<file path="src/rtl/serial_add_sub.sv">
// Bit-serial adder/subtractor: a single full-adder slice and a carry register
// process one operand bit per clock, LSB first, behind a start/busy/done handshake.
module serial_add_sub #(
    parameter int WIDTH = 4
) (
    input  logic             clk,
    input  logic             reset,
    input  logic             start,
    input  logic [WIDTH-1:0] a,
    input  logic [WIDTH-1:0] b,
    input  logic             Cin0,
    input  logic             subtract,
    output logic             busy,
    output logic             done,
    output logic [WIDTH-1:0] sum,
    output logic             C1,
    output logic             overflow
);
    // state | meaning
    // IDLE  | waiting for start
    // RUN   | one operand bit per edge, WIDTH edges
    // DONE  | result valid for one cycle; start here is accepted back-to-back
    typedef enum logic [1:0] {S_IDLE, S_RUN, S_DONE} state_t;

    localparam int CW = (WIDTH > 2) ? $clog2(WIDTH) : 1;

    state_t           state_q, state_d;
    logic [WIDTH-1:0] a_q, a_d;
    logic [WIDTH-1:0] b_q, b_d;
    logic [WIDTH-1:0] res_q, res_d;
    logic [WIDTH-1:0] sum_q, sum_d;
    logic [CW-1:0]    cnt_q, cnt_d;
    logic             carry_q, carry_d;
    logic             c1_q, c1_d;
    logic             ovf_q, ovf_d;
    logic             bit_s;
    logic             carry_nx;

    assign bit_s    = a_q[0] ^ b_q[0] ^ carry_q;
    assign carry_nx = (a_q[0] & b_q[0]) | (a_q[0] & carry_q) | (b_q[0] & carry_q);

    always_comb begin
        state_d = state_q;
        a_d     = a_q;
        b_d     = b_q;
        res_d   = res_q;
        sum_d   = sum_q;
        cnt_d   = cnt_q;
        carry_d = carry_q;
        c1_d    = c1_q;
        ovf_d   = ovf_q;
        case (state_q)
            S_IDLE, S_DONE: begin
                if (start) begin
                    // Subtract as A + ~B + 1 - Cin0: invert B, seed carry with !Cin0.
                    state_d = S_RUN;
                    a_d     = a;
                    b_d     = subtract ? ~b : b;
                    carry_d = Cin0 ^ subtract;
                    cnt_d   = '0;
                end else begin
                    state_d = S_IDLE;
                end
            end
            S_RUN: begin
                a_d     = a_q >> 1;
                b_d     = b_q >> 1;
                res_d   = {bit_s, res_q[WIDTH-1:1]};
                carry_d = carry_nx;
                cnt_d   = cnt_q + CW'(1);
                if (cnt_q == CW'(WIDTH - 1)) begin
                    // carry_q here is the carry into the MSB
                    state_d = S_DONE;
                    sum_d   = res_d;
                    c1_d    = carry_nx;
                    ovf_d   = carry_q ^ carry_nx;
                    cnt_d   = '0;
                end
            end
            default: state_d = S_IDLE;
        endcase
    end

    always_ff @(posedge clk) begin
        if (reset) begin
            state_q <= S_IDLE;
            a_q     <= '0;
            b_q     <= '0;
            res_q   <= '0;
            sum_q   <= '0;
            cnt_q   <= '0;
            carry_q <= 1'b0;
            c1_q    <= 1'b0;
            ovf_q   <= 1'b0;
        end else begin
            state_q <= state_d;
            a_q     <= a_d;
            b_q     <= b_d;
            res_q   <= res_d;
            sum_q   <= sum_d;
            cnt_q   <= cnt_d;
            carry_q <= carry_d;
            c1_q    <= c1_d;
            ovf_q   <= ovf_d;
        end
    end

    assign busy     = (state_q == S_RUN);
    assign done     = (state_q == S_DONE);
    assign sum      = sum_q;
    assign C1       = c1_q;
    assign overflow = ovf_q;
endmodule

</file>
<file path="config.mk">
export PLATFORM = sky130hd
export DESIGN_NAME = serial_add_sub
export DESIGN_NICKNAME = d
export VERILOG_FILES = /design/src/rtl/serial_add_sub.sv
export SDC_FILE = /design/constraint.sdc
export NUM_CORES = 1
export LEC_CHECK = 0
export ABC_CLOCK_PERIOD_IN_PS = 2400
export CORE_MARGIN = 1
export CORE_UTILIZATION = 30
export DETAILED_ROUTE_END_ITERATION = 6
export PLACE_DENSITY = 0.52
export SETUP_SLACK_MARGIN = 0.1
export SLEW_MARGIN = 20
export SYNTH_ARGS = -nofsm -noshare
export SYNTH_HDL_FRONTEND = slang
export SYNTH_SLANG_ARGS = --single-unit
export TNS_END_PERCENT = 50
</file>
<file path="constraint.sdc">
create_clock -name clk -period 2.4 [get_ports clk]
set_input_delay 0.36 -clock clk [delete_from_list [all_inputs] [get_ports clk]]
set_output_delay 0.36 -clock clk [all_outputs]
set_load 0.02 [all_outputs]
</file>
==> flow_summary.toml, run 1 <==
[cts]
cts_tree = "done"
clock_latency_ns = 0.30
clock_sinks = 22
cts_hold_buf = 0
cts_root_buf = "clkbuf_4"
cts_setup_buffers = 0
htree_levels = 1
clk_pin_slew_ns = 0.12
cts_resized = 0
clock_path_buffers = 2
cts_made_buffers = 3

[die]
core_mm2 = 0.003103
row_count = 20
ios = 21
fp.dieH_um = 59.84
die_w_um = 59.84
die_area_mm2 = 0.003580
initial_core_util = 0.3234

[worst_setup_path]
critPathKind = "flip-flop to primary output"
cp.arrival_ns = 1.64
startpoint_type = "flip-flop"
path_max_fanout = 18
end_kind = "primary output"
required_ns = 2.04

[global_routing]
antenna_found_initial = 0
first_global_vias = 705
grtUsageTotal = 0.1156
overflow = 0
grt_max_degree = 23
grt_pass1_wl_mm = 3.084

[synth]
yosys_most_used_dff = "dfxtp_1"
synth_edf_count = 0
synth_top_area_cell = "dfxtp_1"
async_reset_ff_frac = 0
seq_area_frac_synth = 0.4389
ys_warn_count = 0
syn_inst = 108
ys_ff_latch = 22
syn-cell-area_mm2 = 0.001003
post_synth.cell_area_avg_um2 = 9.291
synth_cell_type_count = 23
syn_nets = 123
synth.top_cells.by_area = "dfxtp_1, a21oi_1, nand2_1, nand3_1, a22oi_1"
synth_top_area_share = 0.4389

[routing]
first_pass_iters = 4
routed_wl_mm = 1.849
postRouteAntennaNets = 0
drc_errors = 0
routedWlPerCell_um = 11.01
via_per_inst = 4.613
drt_iter0_drc = 16
vias = 775

[cells_and_area]
nets = 141
antenna_cells = 0
regArea_um2 = 440.4
synthToLayoutAreaGrowth_pct = 21.94
multi_input_area_um2 = 481.7
drive_gt1_frac = 0.1290
n_fill_cell = 333

[power]
clkPwrFrac = 0.249
leakage_nw = 0.4152
swShare = 0.2615
ir_drop_mv = 0.2732
p_int_mw = 0.4877
switchingPower_mw = 0.1727
pwr_density_cell_mw_per_mm2 = 539.7
combinationalPowerShare = 0.156
seqPwrFrac = 0.595

[timing]
whs_ns = 0.4560
setup_viol = 0
max_slew_margin = 0.6965
final.min_clock_period_ns = 2.004
finClkSkew_ns = 0.006868
period_share = 0.8349
worst_slew_pin_slew_ns = 0.4552
fmax_mhz = 499.1
post-route-worst-setup-slack_ns = 0.3963
slew_viol_final = 0
setup_tns_ns = 0
rsz0062_at_grt = "no"
hold_violations = 0

[worst_hold_path]
hold_path_class = "flip-flop to flip-flop"

[job]
drv_cap = 0

[placed_design]
portBuffers = 20
dpl_worst_slack_ns = 0.7282
dp_hpwl_mm = 1.249
place.gp.congestion = 0.7376

[run_status]
status = "finished clean"
-- final cells by class --
type,count,share of cell area
sequential,22,0.3599
inverter,1,0.007157
clock buffer,3,0.01840
multi-input combinational,76,0.3937
tap,44,0.04499
timing repair buffer,22,0.1759
-- layer usage --
layer | GRT usage | vias to the layer above | routed length [µm]
li1 | - | 404 | -
met1 | 0.1478 | 351 | 934
met2 | 0.1857 | 18 | 835
met3 | 0.03896 | 2 | 69
met4 | 0.02990 | 0 | 10
met5 | 0 | - | 0
-- final timing paths --
path	startpoint	endpoint	slack [ns]	cells past startpoint
max	state_q[0]	busy	0.40	3
min	overflow	overflow	0.46	2
max reg2reg	cnt_q[0]	sum[0]	0.90	4
min reg2reg	overflow	overflow	0.46	2
-- sequential cells by signal (all words and copies together), names as in the netlist --
| name | count |
|---|---|
| sum | 4 |
| C1 | 1 |
| carry_q | 1 |
| state_q | 2 |
| b_q | 4 |
| a_q | 4 |
| cnt_q | 2 |
| overflow | 1 |
| res_q | 3 |
-- kinds of logic (layout without fill, tap and decap cells) --
family | Yosys count | count (layout) | share of synthesized area
buf+inv | 10 | 26 | 0.08105
flops | 22 | 22 | 0.4389
fa+ha+maj | 2 | 2 | 0.03242
simple gates | 40 | 40 | 0.2157
compound gates | 28 | 28 | 0.1796
xor+xnor | 6 | 6 | 0.05237
-- synth_stat cells (3+ instances only) --
| cell type | count |
|---|---|
| xor2_1 | 6 |
| nand3_1 | 11 |
| a21oi_2 | 5 |
| nand2_1 | 15 |
| dfxtp_1 | 22 |
| nor2_1 | 3 |
| buf_2 | 3 |
| nand3_2 | 5 |
| a21oi_1 | 14 |
| a22oi_1 | 7 |
-- power by group through the flow --
stage | clock network, mW | logic, mW | registers (mW)
2_1_floorplan | 0 | 0.0797 | 0.399
3_3_place_gp | 0 | 0.103 | 0.401
3_5_place_dp | 0 | 0.104 | 0.401
4_1_cts | 0.174 | 0.104 | 0.393
5_1_grt | 0.188 | 0.115 | 0.396
6_report | 0.164 | 0.103 | 0.393
-- cells in the final DEF (no fill, tap or decap), types with 2 or more instances in the layout --
cell type | netlist | routed
dfxtp_1 | 22 | 22
clkdlybuf4s50_1 | 0 | 20
nand2_1 | 15 | 15
a21oi_1 | 14 | 14
nand3_1 | 11 | 11
a22oi_1 | 7 | 7
xor2_1 | 6 | 6
nand3_2 | 5 | 5
a21oi_2 | 5 | 5
nor2_1 | 3 | 3
clkbuf_4 | 0 | 3
nand2b_1 | 2 | 2
and2b_1 | 2 | 2
buf_4 | 1 | 2
-- through the flow --
stage | area [µm²] | util | total power [mW] | instances
finish | 1224 | 0.3944 | 0.6605 | 168
global placement | 1201 | 0.3871 | 0.5038 | 165
CTS | 1224 | 0.3944 | 0.6716 | 168
global route | 1224 | 0.3944 | 0.6991 | 168
detailed placement | 1201 | 0.3871 | 0.5054 | 165
floorplan | 1003 | - | 0.4784 | 108
-- worst max-delay path: stages, from the launching register on --
cell and delay (ns):
dfxtp_1 0.42, nand2b_1 0.13, clkinv_4 0.16, clkdlybuf4s50_1 0.62
No activity file was read; power rests on OpenSTA's default activity.
==> inputs of run 2 (changes only) <==
Settings changed: ABC_CLOCK_PERIOD_IN_PS 2400 to 2000.
Clock period 2.4 ns to 2 ns, I/O delays scaled along.
==> flow_summary.toml, run 2 (same netlist as run 1, synthesis figures left out) <==
[timing]
setup_viol = 0
whs_ns = 0.4604
fmax_mhz = 566.2
worst_slew_pin_slew_ns = 0.4716
finClkSkew_ns = 0.004247
setup_tns_ns = 0
post-route-worst-setup-slack_ns = 0.2337
rsz0062_at_grt = "no"
final.min_clock_period_ns = 1.766
slew_viol_final = 0
hold_violations = 0
period_share = 0.8831
max_slew_margin = 0.6856

[cts]
clock_sinks = 22
cts_root_buf = "clkbuf_4"
cts_hold_buf = 0
cts_made_buffers = 3
cts_setup_buffers = 0
cts_resized = 1
htree_levels = 1
clock_latency_ns = 0.31
cts_tree = "done"
clock_path_buffers = 2
clk_pin_slew_ns = 0.13

[routing]
first_pass_iters = 2
routedWlPerCell_um = 11.60
routed_wl_mm = 1.972
drt_iter0_drc = 8
via_per_inst = 4.659
vias = 792
postRouteAntennaNets = 0
drc_errors = 0

[power]
switchingPower_mw = 0.2209
clkPwrFrac = 0.296
seqPwrFrac = 0.557
pwr_density_cell_mw_per_mm2 = 680.5
leakage_nw = 0.4308
swShare = 0.2610
combinationalPowerShare = 0.146
ir_drop_mv = 0.2734
p_int_mw = 0.6254
total_power_mw = 0.8463

[global_routing]
grtUsageTotal = 0.1286
use_met2 = 0.2127
use_met1 = 0.1556
grt_max_degree = 23
grt_pass1_wl_mm = 3.360
use_met3 = 0.02597
grt.busiest_layer = "met2"
overflow = 0
antenna_found_initial = 0
first_global_vias = 768

[worst_setup_path]
required_ns = 1.70
cp.arrival_ns = 1.47
startpoint_type = "flip-flop"
end_kind = "primary output"
path_max_fanout = 6
critPathKind = "flip-flop to primary output"

[placed_design]
portBuffers = 20
place.gp.congestion = 0.6659
dp_hpwl_mm = 1.258
dpl_worst_slack_ns = 0.3867

[die]
die_area_mm2 = 0.003580
die_w_um = 59.84
ios = 21
core_mm2 = 0.003103
initial_core_util = 0.3234
fp.dieH_um = 59.84
row_count = 20

[cells_and_area]
synthToLayoutAreaGrowth_pct = 23.94
final_cell_mix = "dfxtp_1, clkdlybuf4s50_1, nand2_1, a21oi_1, nand3_1"
drive_gt1_frac = 0.1429
antenna_cells = 0
nets = 142
fin_util = 0.4008
layout_commonest_cell = "dfxtp_1"

[worst_hold_path]
hold_path_class = "flip-flop to flip-flop"

[job]
drv_cap = 0

[run_status]
status = "finished clean"
## run 2: cell count changes in the layout (fill, tap and decap cells not counted)
| cell | delta |
|---|---|
| buf_4 | +1 |
| clkbuf_8 | +1 |
| clkdlybuf4s50_1 | -1 |
| dlygate4sd2_1 | +1 |
## run 2: worst max-delay path: stages (launching register included)
cell	delay, ns
dfxtp_1	0.37
and2b_1	0.19
clkdlybuf4s50_1	0.59
## run 2: power groups by stage
| stage | combinational, mW | clock, mW | sequential, mW |
|---|---|---|---|
| 2_1_floorplan | 0.0956 | 0 | 0.478 |
| 3_3_place_gp | 0.124 | 0 | 0.480 |
| 3_5_place_dp | 0.126 | 0 | 0.482 |
| 4_1_cts | 0.125 | 0.261 | 0.472 |
| 5_1_grt | 0.137 | 0.276 | 0.475 |
| 6_report | 0.124 | 0.251 | 0.471 |
## run 2: layer usage
layer | wire length, µm | vias to the layer above | part of all wire
li1 | - | 409 | -
met3 | 77 | 4 | 0.039
met2 | 943 | 18 | 0.48
met1 | 908 | 361 | 0.46
met5 | 0 | - | 0
met4 | 43 | 0 | 0.022
## run 2: stage by stage
stage | instance area [µm²] | cells
floorplan | 1003 | 108
global placement | 1209 | 166
detailed placement | 1209 | 166
CTS | 1244 | 170
global route | 1244 | 170
finish | 1244 | 170
## run 2: layout make-up
class	count	area, µm²
Multi-Input combinational cell	76	481.7
Fill cell	349	1859
Tap cell	44	55.05
Inverter	1	8.758
Timing Repair Buffer	23	221.5
Sequential cell	22	440.4
Clock buffer	4	36.28
## run 2: final timing paths
kind               from       end  slack, ns  cells after the start
max          state_q[0]      done       0.23                      2
min reg2reg    overflow  overflow       0.46                      2
min            overflow  overflow       0.46                      2
max reg2reg      a_q[0]  overflow       0.68                      4
